--- config.mk ---
export PLATFORM = sky130hd
export DESIGN_NAME = sdrstick_rx_packer_flat
export DESIGN_NICKNAME = d
export VERILOG_FILES = /design/src/rtl/sdrstick_rx_packer_if.sv /design/src/rtl/sdrstick_rx_packer.sv /design/src/flat_wrapper.sv
export SDC_FILE = /design/constraint.sdc
export NUM_CORES = 1
export LEC_CHECK = 0
export CAP_MARGIN = 0
export CORE_MARGIN = 5
export CORE_UTILIZATION = 52
export DETAILED_ROUTE_END_ITERATION = 10
export MAX_ROUTING_LAYER = met4
export PLACE_DENSITY = 0.86
export SYNTH_ARGS = -nofsm -noshare
export SYNTH_HDL_FRONTEND = slang
export SYNTH_SLANG_ARGS = --single-unit
--- constraint.sdc ---
create_clock -name clk -period 3.6 [get_ports clk]
set_input_delay 0.72 -clock clk [delete_from_list [all_inputs] [get_ports clk]]
set_output_delay 0.72 -clock clk [all_outputs]
set_load 0.005 [all_outputs]
--- src/rtl/sdrstick_rx_packer_if.sv ---
// Bus bundle for sdrstick_rx_packer: sample capture inputs, CPU-side FIFO
// write port and the CPU control/status register port.
// master = the environment (sample source, FIFO, CPU); slave = the packer.
interface sdrstick_rx_packer_if #(
    parameter int NUM_CH   = 2,
    parameter int SAMPLE_W = 24
);
    logic                         in_strobe;
    logic [NUM_CH*SAMPLE_W-1:0]   in_i;
    logic [NUM_CH*SAMPLE_W-1:0]   in_q;
    logic                         fifo_full;
    logic                         fifo_write;
    logic [31:0]                  fifo_writedata;
    logic [2:0]                   ctl_address;
    logic                         ctl_read;
    logic [31:0]                  ctl_readdata;
    logic                         ctl_write;
    logic [31:0]                  ctl_writedata;

    modport master (
        output in_strobe, in_i, in_q, fifo_full,
        output ctl_address, ctl_read, ctl_write, ctl_writedata,
        input  fifo_write, fifo_writedata, ctl_readdata
    );

    modport slave (
        input  in_strobe, in_i, in_q, fifo_full,
        input  ctl_address, ctl_read, ctl_write, ctl_writedata,
        output fifo_write, fifo_writedata, ctl_readdata
    );
endinterface

--- src/rtl/sdrstick_rx_packer.sv ---
// sdrstick_rx_packer: captures NUM_CH I/Q sample pairs on a strobe and writes
// the enabled channels to the CPU FIFO as 32-bit words (I then Q, ascending
// channel), honouring fifo_full backpressure. Strobes arriving mid-frame are
// dropped and counted in a saturating overrun counter.
// Optional feature macro: SDRSTICK_RX_SAMPLE_TAG_EN -- when defined each word
// carries {iq, ch[2:0], seq[3:0]} above a 24-bit sign-extended sample;
// otherwise the sample is sign-extended to the full 32 bits.
module sdrstick_rx_packer #(
    parameter int NUM_CH   = 2,
    parameter int SAMPLE_W = 24
) (
    input  logic                 clk,
    input  logic                 reset_n,
    sdrstick_rx_packer_if.slave  bus
);
    typedef enum logic [1:0] {IDLE, WRITE_I, WRITE_Q} state_t;

    state_t                       r_state, w_state_next;
    logic                         r_enable, w_enable_next;
    logic [NUM_CH-1:0]            r_mask, w_mask_next;
    logic [NUM_CH-1:0]            r_frame_mask;
    logic [NUM_CH*SAMPLE_W-1:0]   r_hold_i, r_hold_q;
    logic [2:0]                   r_ch, w_ch_next;
    logic [15:0]                  r_overrun, w_overrun_next;
    logic                         r_fifo_write, w_fifo_write_next;
    logic [31:0]                  r_fifo_writedata, w_fifo_writedata_next;
    logic [31:0]                  r_readdata, w_readdata_next;
    logic                         w_accept, w_overrun_inc;
    logic [2:0]                   w_first_ch, w_next_ch;
    logic                         w_next_found;
    logic [SAMPLE_W-1:0]          w_sel_i, w_sel_q;
    logic signed [SAMPLE_W-1:0]   w_sample;
    logic                         w_is_q;
    logic [31:0]                  w_word;

    // Channel scan: lowest enabled channel for a new frame, and the next
    // enabled channel above the current one within the latched frame mask.
    always_comb begin
        w_first_ch   = 3'd0;
        w_next_ch    = 3'd0;
        w_next_found = 1'b0;
        w_sel_i      = '0;
        w_sel_q      = '0;
        for (int k = NUM_CH - 1; k >= 0; k--) begin
            if (r_mask[k]) w_first_ch = 3'(k);
            if (r_frame_mask[k] && (3'(k) > r_ch)) begin
                w_next_found = 1'b1;
                w_next_ch    = 3'(k);
            end
        end
        for (int k = 0; k < NUM_CH; k++) begin
            if (r_ch == 3'(k)) begin
                w_sel_i = r_hold_i[k*SAMPLE_W +: SAMPLE_W];
                w_sel_q = r_hold_q[k*SAMPLE_W +: SAMPLE_W];
            end
        end
    end

    assign w_is_q   = (r_state == WRITE_Q);
    assign w_sample = w_is_q ? w_sel_q : w_sel_i;

`ifdef SDRSTICK_RX_SAMPLE_TAG_EN
    logic [3:0] r_seq, r_frame_seq;

    // Frame sequence counter; each frame is tagged with the count at acceptance.
    always_ff @(posedge clk or negedge reset_n) begin
        if (!reset_n) begin
            r_seq       <= 4'd0;
            r_frame_seq <= 4'd0;
        end else if (w_accept) begin
            r_frame_seq <= r_seq;
            r_seq       <= r_seq + 4'd1;
        end
    end

    assign w_word = {w_is_q, r_ch, r_frame_seq, 24'(w_sample)};
`else
    assign w_word = 32'(w_sample);
`endif

    // Frame FSM next-state and FIFO write generation.
    always_comb begin
        w_state_next          = r_state;
        w_ch_next             = r_ch;
        w_fifo_write_next     = 1'b0;
        w_fifo_writedata_next = r_fifo_writedata;
        w_accept              = 1'b0;
        w_overrun_inc         = 1'b0;
        case (r_state)
            IDLE: begin
                if (bus.in_strobe && r_enable && (|r_mask)) begin
                    w_accept     = 1'b1;
                    w_ch_next    = w_first_ch;
                    w_state_next = WRITE_I;
                end
            end
            WRITE_I, WRITE_Q: begin
                w_overrun_inc = bus.in_strobe && r_enable;
                if (!bus.fifo_full) begin
                    w_fifo_write_next     = 1'b1;
                    w_fifo_writedata_next = w_word;
                    if (r_state == WRITE_I) begin
                        w_state_next = WRITE_Q;
                    end else if (w_next_found) begin
                        w_ch_next    = w_next_ch;
                        w_state_next = WRITE_I;
                    end else begin
                        w_state_next = IDLE;
                    end
                end
            end
            default: w_state_next = IDLE;
        endcase
    end

    // Register file: a write in the same cycle as a read is visible in the
    // read data; a clear write overrides a simultaneous overrun increment.
    always_comb begin
        w_enable_next  = r_enable;
        w_mask_next    = r_mask;
        w_overrun_next = r_overrun;
        if (w_overrun_inc && (r_overrun != 16'hFFFF)) begin
            w_overrun_next = r_overrun + 16'd1;
        end
        if (bus.ctl_write) begin
            case (bus.ctl_address)
                3'd0: begin
                    w_enable_next = bus.ctl_writedata[0];
                    w_mask_next   = bus.ctl_writedata[8 +: NUM_CH];
                end
                3'd2:    w_overrun_next = 16'd0;
                default: ;
            endcase
        end
        w_readdata_next = r_readdata;
        if (bus.ctl_read) begin
            w_readdata_next = '0;
            case (bus.ctl_address)
                3'd0: begin
                    w_readdata_next[0]           = w_enable_next;
                    w_readdata_next[8 +: NUM_CH] = w_mask_next;
                end
                3'd1: begin
                    w_readdata_next[15:0] = w_overrun_next;
                    w_readdata_next[16]   = (w_state_next != IDLE);
                end
                default: ;
            endcase
        end
    end

    // State register for FSM, control registers, counters and outputs.
    always_ff @(posedge clk or negedge reset_n) begin
        if (!reset_n) begin
            r_state          <= IDLE;
            r_ch             <= 3'd0;
            r_enable         <= 1'b0;
            r_mask           <= '0;
            r_frame_mask     <= '0;
            r_overrun        <= 16'd0;
            r_fifo_write     <= 1'b0;
            r_fifo_writedata <= 32'd0;
            r_readdata       <= 32'd0;
        end else begin
            r_state          <= w_state_next;
            r_ch             <= w_ch_next;
            r_enable         <= w_enable_next;
            r_mask           <= w_mask_next;
            r_overrun        <= w_overrun_next;
            r_fifo_write     <= w_fifo_write_next;
            r_fifo_writedata <= w_fifo_writedata_next;
            r_readdata       <= w_readdata_next;
            if (w_accept) r_frame_mask <= r_mask;
        end
    end

    // Holding registers: snapshot of all channels at frame acceptance.
    always_ff @(posedge clk or negedge reset_n) begin
        if (!reset_n) begin
            r_hold_i <= '0;
            r_hold_q <= '0;
        end else if (w_accept) begin
            r_hold_i <= bus.in_i;
            r_hold_q <= bus.in_q;
        end
    end

    assign bus.fifo_write     = r_fifo_write;
    assign bus.fifo_writedata = r_fifo_writedata;
    assign bus.ctl_readdata   = r_readdata;
endmodule

--- src/flat_wrapper.sv ---
// flat-port wrapper written by rule: the top's interface ports become plain ports
module sdrstick_rx_packer_flat 
#(
    parameter int NUM_CH   = 2,
    parameter int SAMPLE_W = 24
)
  (clk, reset_n, bus_in_strobe, bus_in_i, bus_in_q, bus_fifo_full, bus_ctl_address, bus_ctl_read, bus_ctl_write, bus_ctl_writedata, bus_fifo_write, bus_fifo_writedata, bus_ctl_readdata);
  sdrstick_rx_packer_if #(.NUM_CH(NUM_CH), .SAMPLE_W(SAMPLE_W)) bus_i ();
  input  logic clk;
  input  logic reset_n;
  input wire logic [$bits(bus_i.in_strobe)-1:0] bus_in_strobe;
  input wire logic [$bits(bus_i.in_i)-1:0] bus_in_i;
  input wire logic [$bits(bus_i.in_q)-1:0] bus_in_q;
  input wire logic [$bits(bus_i.fifo_full)-1:0] bus_fifo_full;
  input wire logic [$bits(bus_i.ctl_address)-1:0] bus_ctl_address;
  input wire logic [$bits(bus_i.ctl_read)-1:0] bus_ctl_read;
  input wire logic [$bits(bus_i.ctl_write)-1:0] bus_ctl_write;
  input wire logic [$bits(bus_i.ctl_writedata)-1:0] bus_ctl_writedata;
  output wire logic [$bits(bus_i.fifo_write)-1:0] bus_fifo_write;
  output wire logic [$bits(bus_i.fifo_writedata)-1:0] bus_fifo_writedata;
  output wire logic [$bits(bus_i.ctl_readdata)-1:0] bus_ctl_readdata;
  assign bus_i.in_strobe = bus_in_strobe;
  assign bus_i.in_i = bus_in_i;
  assign bus_i.in_q = bus_in_q;
  assign bus_i.fifo_full = bus_fifo_full;
  assign bus_i.ctl_address = bus_ctl_address;
  assign bus_i.ctl_read = bus_ctl_read;
  assign bus_i.ctl_write = bus_ctl_write;
  assign bus_i.ctl_writedata = bus_ctl_writedata;
  assign bus_fifo_write = bus_i.fifo_write;
  assign bus_fifo_writedata = bus_i.fifo_writedata;
  assign bus_ctl_readdata = bus_i.ctl_readdata;
  sdrstick_rx_packer #(.NUM_CH(NUM_CH), .SAMPLE_W(SAMPLE_W)) u_core (.clk(clk), .reset_n(reset_n), .bus(bus_i));
endmodule
==> metrics.sh, run 1 <==
OUTCOME='completed'
CRITPATHKIND='flip-flop to flip-flop'
INITIAL_CELL_DENSITY_OF_THE_CORE_PCT=52.6
FIN_CRIT_SH_PCT=64.1
DIE_H_UM=128
POST-ROUTE-WORST-SETUP-SLACK_PS=1290
GRT_SETUP_UNREPAIRED='false'
SYNTH_COMPOUND_GATE_AREA_SHARE_PCT=4.21
WORSTSETUPENDPOINTTYPE='flip-flop'
WIRELENGTH_UM=16200
POST_CTS_RESIZE_COUNT=0
PIN_COUNT_OF_THE_BIGGEST_NET_ENTERING_GLOBAL_ROUTING=91
BOUNDARYPINS=202
IO_BUFFERS=157
SLEW_VIOL_FINAL=0
YOSYSWARNINGCOUNT=0
DIE-AREA_UM2=16300
FINALSETUPVIOLCOUNT=0
WORSTSETUPSTARTPOINTTYPE='flip-flop'
CTS_MAX_LEVEL=4
FIRSTDRTPASSITERS=4
YOSYS-MUX-AREA-FRACTION_PCT=27.5
CLKLATENCYLATEPIN_PS=430
WORSTPATHMAXFANOUT=17
ANTENNA_FOUND_INITIAL=1
POST_SYNTH_INSTANCE_AREA_UM2=7210
CTS_INSERTED_BUFFERS=17
VIAS_IN_THE_FIRST_GLOBAL_ROUTE=4856
REPORT.FINAL.HOLD_VIOL_COUNT=0
SYN_INST=485
PLACE.GP.CONGESTION=0.902
SYNTH_EDF_COUNT=0
FINALHOLDWORSTSLACK_PS=367
PLACEDINSTANCEAREA_UM2=8870
DRC=0
SYNTH.CELLS.MOST_FREQUENT='161 x dfrtp_1, 104 x mux2_2, 25 x buf_4, 22 x nor2_1, 20 x mux2_1'
POSTCTSHOLDBUFS=0
WORST_IR_DROP_ON_VDD_V=0.000359
SYNTH_XOR_XNOR_AREA_SHARE_PCT=1.70
POST-DP-HPWL_UM=11100
SLEW_AT_THE_PIN_WITH_THE_WORST_MAX_SLEW_SLACK_PS=862
DRT_ITER0_MARKERS=204
FLOORPLAN.DIE.WIDTH_UM=128
SYNTHFLOPTYPE='dfrtp_1'
MIN_PERIOD_PS=2310
MAX-CAP-VIOLATIONS=0
GRTUSAGETOTAL_PCT=21.0
SYN_TO_FINAL_GROWTH_PCT=31.9
CORE_UM2=13700
CLKTRANSATPATHREGS_PS=60
CTS_TREE='done'
SYNTHDISTINCTLIBCELLS=42
NUM-NETS-FINAL=781
DRT-WIRELENGTH-PER-CELL_UM=19.5
ARRIVAL_PS=2620
OVERFLOW=0
CRITPATHREQUIREDTIME_PS=3910
CLOCK_TREE.BUFFER_DEPTH=2
LAYOUT-DRIVE-GT1-SHARE_PCT=26.4
LARGEST_FAMILY_OF_LOGIC_CELLS_BY_SYNTHESIZED_AREA='multiplexers'
ANTENNA_LEFT=0
HEADROOM_TO_THE_MAX_SLEW_LIMIT_PCT=42.5
CLK_ROOT_BUFFER_CELL='clkbuf_16'
YOSYS_REGISTER_BITS=161
SYNTH_FA_HA_AREA_SHARE_PCT=1.04
GRT_PASS1_WL_UM=25500
LAYOUT.FILLER_CELLS=918
WORST_SETUP_SLACK_AFTER_PLACEMENT_PS=934
POWER-PER-CELL-AREA_nW_PER_UM2=746
SYNTHSIMPLEGATEAREAFRAC_PCT=5.17
HOLD_PATH.CLASS='input pin to async pin'
LEAKAGEPOWER_nW=4.08
DOMINANT_CELL_BY_COUNT_IN_THE_SYNTHESIZED_NETLIST='dfrtp_1'
PORTION_OF_SYNTHESIZED_CELL_AREA_OCCUPIED_BY_THE_LEADING_CELL_TYPE_PCT=55.8
YS_SEQ_AREA_SHARE_PCT=55.8
LAYOUT.CELL_AREA.NON_FILLER_UM2=9520
SYNTH.AVG_CELL_AREA_UM2=14.9
MAX_FCLK_MHz=433
POST_CTS.REPAIR.SETUP_BUFFERS=0
YOSYS-TOP-CELLS-AREA='dfrtp_1 56%, mux2_2 16%, mux4_2 5.0%'
NUM_VIAS=4491
CLOCK-SINKS=161
VIASPERCELL=5.40
SYNTHARSTFLOPSHARE_PCT=100
SYNTH.LARGEST_AREA_CELL='dfrtp_1'
CLOCK_SKEW_PS=12.9
FIN_UTIL_PCT=69.4
PLACEMENTROWS=43
SETUP-TNS-FINAL_PS=0
-- path summary, 6_finish.rpt --
kind                                       startpoint  cells after the start  slack (ps)                           end
setup / recovery                    u_core.r_state[0]                      5        1290  u_core.bus.fifo_writedata[8]
hold / removal                                reset_n                      1         370  u_core.bus.fifo_writedata[6]
setup reg to reg                    u_core.r_state[0]                      5        1290  u_core.bus.fifo_writedata[8]
hold reg to reg            u_core.bus.ctl_readdata[7]                      1         490    u_core.bus.ctl_readdata[7]
max in group asynchronous                     reset_n                      2        2250  u_core.bus.fifo_writedata[9]
min in group clk           u_core.bus.ctl_readdata[7]                      1         490    u_core.bus.ctl_readdata[7]
-- per-layer routing --
| layer | track usage (%) | share of wire, % | vias up |
|---|---|---|---|
| met5 | - | 0 | - |
| met4 | 6.49 | 1.7 | 0 |
| met3 | 7.25 | 7.5 | 22 |
| met2 | 33.5 | 50 | 146 |
| met1 | 25.4 | 41 | 2264 |
| li1 | - | - | 2059 |
-- cells in the final DEF (no fill, tap or decap), types with 3 or more instances in the layout --
cell type          n
a21oi_1            4
a31oi_1            5
o211ai_1           5
a211oi_1           3
inv_1              4
mux2_2           104
and3_1             4
inv_6              3
mux4_2            16
o2bb2ai_1         13
nand2_1            5
clkdlybuf4s50_1  156
dfrtp_1          160
bufinv_16          5
mux4_1             8
clkbuf_16         17
nand3_1           14
xor2_1            14
o21ai_0            3
conb_1            15
ha_1               6
mux2_1            20
nor2_1            22
buf_4              8
clkinv_2           3
-- worst max-delay path, stage by stage (launching register included) --
cell     delay, ps
dfrtp_1        420
inv_1           90
ha_1           370
nor2b_4        580
buf_4          360
mux2_2         380
-- cell families after synthesis --
group | Yosys count
muxes | 150
adders and majority gates | 6
other | 1
and+or+nand+nor | 63
buffers and inverters | 50
DFF | 161
xor gates and xnor gates | 14
AOI/OAI and AO/OA | 40
-- power by group --
group / switching, mW / leakage [nW] / internal, mW
logic: 0.691 / 1.78 / 1.44
clock network: 0.717 / 0.321 / 1.26
registers: 0.451 / 1.98 / 2.55
-- final cells by class --
cell class / instances / area (um^2) / share of cell area (%)
diodes: 1 / 2.50 / 0.0263
clock buffers: 20 / 447 / 4.69
clock inverters: 12 / 203 / 2.13
inverters: 4 / 15.0 / 0.158
multi-input cells: 288 / 2940 / 30.9
flip-flops and latches: 161 / 4030 / 42.3
well taps: 180 / 225 / 2.37
repair buffers: 166 / 1650 / 17.4
-- flip-flops by register name, indices dropped and copies added, names as in the netlist --
| signal | cells |
|---|---|
| u_core.bus.ctl_readdata | 17 |
| u_core.bus.fifo_write | 1 |
| u_core.bus.fifo_writedata | 24 |
| u_core.r_ch | 1 |
| u_core.r_enable | 1 |
| u_core.r_frame_mask | 1 |
| u_core.r_hold_i | 48 |
| u_core.r_hold_q | 48 |
| u_core.r_mask | 2 |
| u_core.r_overrun | 16 |
| u_core.r_state | 2 |
-- metrics by stage --
step | power, mW | std cells
final | 7.10 | 832
after CTS | 7.18 | 831
after global placement | 4.99 | 799
after detailed placement | 5.15 | 799
after global routing | 7.47 | 832
after floorplan | 4.32 | 499
No activity file was read; power rests on OpenSTA's default activity.
==> run 2: changes to the inputs <==
- CORE_UTILIZATION: 52 -> 44
- PLACE_DENSITY: 0.86 -> 0.77
- clock period: 3.6 -> 2.05 ns (I/O delays scaled with it)
==> metrics.sh, run 2 (synthesized netlist as in run 1, its figures left out) <==
HOLD_PATH_STARTPOINT='u_core.r_hold_i[16]'
POWER_FRAC_SEQ_PCT=42.4  # was 42.2%
POWER.SHARE.SWITCHING_PCT=27.1  # was 26.2%
POWER.SWITCHING_mW=3.30  # was 1.86 mW
INITIAL_CELL_DENSITY_OF_THE_CORE_PCT=45.1  # was 52.6%
BOUNDARYPINS=202  # unchanged
STDCELL_COUNT=884  # was 832
LAYOUT.CELL_AREA.NON_FILLER_UM2=9710  # was 9520 um^2
DIE_H_UM=138  # was 128 um
SLEW_VIOL_FINAL=0  # unchanged
GRTUSAGEMET3_PCT=5.62  # was 7.25%
MIN_DELAY_WORST_ENDPOINT='u_core.r_hold_i[16]'
PLACEMENTROWS=46  # was 43
CRIT_BUF_INV=1  # was 2
WORST_R2R_ENDPOINT='u_core.bus.ctl_readdata[11]'  # was u_core.bus.fifo_writedata[8]
GLOBAL_ROUTE.USAGE.MET2_PCT=29.5  # was 33.5%
WORSTSETUPSTARTPOINTTYPE='flip-flop'  # unchanged
CRIT_FAMILY='buffers and inverters'  # was simple AND/OR/NAND/NOR gates
LAYOUT_COMMONEST_CELL='dfrtp_1'  # unchanged
POSTCTSHOLDBUFS=1  # was 0
ANTENNA_FOUND_INITIAL=0  # was 1
ARRIVAL_PS=1500  # was 2620 ps
LAYOUT.CELLS.MOST_COMMON_LIST='160 x dfrtp_1, 156 x clkdlybuf4s50_1, 104 x mux2_2'  # unchanged
GRT_SETUP_UNREPAIRED='false'  # unchanged
CLOCK_TREE.BUFFER_DEPTH=2  # unchanged
SYN_TO_FINAL_GROWTH_PCT=34.6  # was 31.9%
LAYOUT-DRIVE-GT1-SHARE_PCT=28.4  # was 26.4%
CLKLATENCYLATEPIN_PS=420  # was 430 ps
REG2REGPATHDEPTH=8  # was 5
WORSTPATHMAXFANOUT=10  # was 17
FINALSETUPVIOLCOUNT=0  # unchanged
HEADROOM_TO_THE_MAX_SLEW_LIMIT_PCT=62.6  # was 42.5%
HOLD_PATH.CLASS='flip-flop to flip-flop'  # was input pin to async pin
PWR-SHARE-COMB_PCT=32.3  # was 30.0%
NUM-NETS-FINAL=798  # was 781
BUSIEST_METAL_LAYER_AFTER_GLOBAL_ROUTING='met2'  # unchanged
CRITICAL_PATH.MAX_STAGE_DELAY_PS=570  # was 580 ps
PLACE.GP.CONGESTION=0.873  # was 0.902
FIN_CRIT_SH_PCT=93.3
PLACEDINSTANCEAREA_UM2=9120  # was 8870 um^2
CLK_ROOT_BUFFER_CELL='clkbuf_16'  # unchanged
DRT_ITER0_MARKERS=243  # was 204
ANTENNA_LEFT=0  # unchanged
COUNT_OF_CELLS_ALONG_THE_WORST_HOLD_PATH=1
LEAKAGEPOWER_nW=4.15  # was 4.08 nW
CRIT_PATH_CELLS='clkdlybuf4s50_1'  # was inv_1, ha_1, nor2b_4, buf_4, mux2_2
PIN_COUNT_OF_THE_BIGGEST_NET_ENTERING_GLOBAL_ROUTING=60  # was 91
GROUTE.LAYER.MET1.USAGE_PCT=22.4  # was 25.4%
IO_BUFFERS=157  # unchanged
FIRSTDRTPASSITERS=4  # unchanged
DP.CELLS=851  # was 799
REG2REG_SETUP_SLACK_PS=170  # was 1290 ps
CRIT_CELLS=1  # was 5
POWER-PER-CELL-AREA_nW_PER_UM2=1250  # was 746 nW/um^2
LAYOUT.FILLER_CELLS=1225  # was 918
DRT-WIRELENGTH-PER-CELL_UM=18.2  # was 19.5 um
FLOORPLAN.DIE.WIDTH_UM=138  # was 128 um
POST-DP-HPWL_UM=11600  # was 11,100 um
WORSTSETUPENDPOINTTYPE='output pin'  # was flip-flop
CTS_INSERTED_BUFFERS=17  # unchanged
CRITPATHKIND='flip-flop to output pin'  # was flip-flop to flip-flop
SHARE_CLK_OF_TOTAL_POWER_PCT=25.3  # was 27.8%
POWER.TOTAL_mW=12.2  # was 7.10 mW
OVERFLOW=0  # unchanged
VIAS_IN_THE_FIRST_GLOBAL_ROUTE=5188  # was 4,856
CLOCK-SINKS=161  # unchanged
GRT_PASS1_WL_UM=27200  # was 25,500 um
CLOCK_SKEW_PS=6.65  # was 12.9 ps
DRC=0  # unchanged
INTERNAL_POWER_mW=8.88  # was 5.24 mW
OUTCOME='completed'  # unchanged
CORE_UM2=16000  # was 13,700 um^2
POST_CTS_RESIZE_COUNT=0  # unchanged
WIRELENGTH_UM=16100  # was 16,200 um
SLEW_AT_THE_PIN_WITH_THE_WORST_MAX_SLEW_SLACK_PS=561  # was 862 ps
MAX-CAP-VIOLATIONS=0  # unchanged
DIE-AREA_UM2=19100  # was 16,300 um^2
CLKTRANSATPATHREGS_PS=60  # about the same
CTS_MAX_LEVEL=4  # unchanged
SLOWEST_STAGE_CELL_ON_THE_CRITICAL_PATH='clkdlybuf4s50_1'  # was nor2b_4
CTS_TREE='done'  # unchanged
ANTENNA_CELLS_INSERTED=0  # was 1
POST_CTS.REPAIR.SETUP_BUFFERS=0  # unchanged
WORST_IR_DROP_ON_VDD_V=0.000617  # was 0.000359 V
MIN_PERIOD_PS=1910
CRITPATHREQUIREDTIME_PS=1640  # was 3910 ps
VIASPERCELL=5.17  # was 5.40
GRTUSAGETOTAL_PCT=18.2  # was 21.0%
REPORT.FINAL.HOLD_VIOL_COUNT=0  # unchanged
MAX_FCLK_MHz=523
NUM_VIAS=4570  # was 4,491
WORSTREG2REGSTART='u_core.r_state[1]'  # was u_core.r_state[0]
[run 2: cell count changes in the layout (fill, tap and decap cells not counted)]
cell | previous run | this run
clkinvlp_4 | 0 | 4
dlygate4sd3_1 | 0 | 1
diode_2 | 1 | 0
clkinv_2 | 3 | 1
inv_6 | 3 | 5
buf_4 | 8 | 17
clkinv_4 | 0 | 2
bufinv_16 | 5 | 1
clkbuf_8 | 1 | 2
inv_8 | 1 | 0
buf_12 | 1 | 8
clkbuf_1 | 2 | 0
[run 2: cell type report]
class                           instances  area (um^2)  share of cell area (%)
Multi-Input combinational cell        288         2940                    30.3
Sequential cell                       161         4030                    41.5
Clock buffer                           19          453                    4.67
Inverter                                4         15.0                   0.155
Tap cell                              216          270                    2.78
Timing Repair Buffer                  183         1870                    19.3
Clock inverter                         13          126                    1.30
[run 2: stage by stage]
stage / utilization (%) / setup TNS (ps) / hold slack (ps) / setup WS (ps)
floorplan: - / 0 / 114 / 196
global placement: 57.0 / -9.86 / 416 / -9.15
detailed placement: 57.0 / -260 / 429 / -46.5
CTS: 60.7 / 0 / 490 / 106
global route: 60.7 / 0 / 510 / 10.5
finish: 60.7 / 0 / 485 / 138
[run 2: power by group through the flow]
stage          registers, mW  logic, mW  clock network (mW)
5_1_grt                 5.33       4.28                3.29
3_3_place_gp            5.11       3.83                   0
3_5_place_dp            5.23       3.98                   0
6_report                5.16       3.94                3.08
4_1_cts                 5.18       4.01                3.14
2_1_floorplan           5.01       2.59                   0
[run 2: worst max-delay path by stage]
| stage | endpoint | start | slack [ps] |
|---|---|---|---|
| 3_3_place_gp | u_core.bus.ctl_readdata[15] | bus_in_strobe | -9 |
| 2_1_floorplan | u_core.bus.fifo_writedata[13] | u_core.r_state[0] | 200 |
| 4_1_cts | bus_fifo_writedata[27] | u_core.bus.fifo_writedata[23] | 110 |
| 6_report | bus_fifo_writedata[27] | u_core.bus.fifo_writedata[23] | 140 |
| 5_1_grt | u_core.bus.ctl_readdata[11] | u_core.r_state[1] | 10 |
| 3_5_place_dp | u_core.bus.ctl_readdata[11] | bus_in_strobe | -50 |
[run 2: layer usage]
metal,wire [um],vias up
li1,-,2088
met1,6850,2323
met2,8090,135
met3,925,24
met4,257,0
met5,0,-
==> run 3: changes to the inputs <==
- SLEW_MARGIN: not set -> 15
==> results of run 3 <==
Same layout as run 2: the final DEF is identical, and so are final timing and power.
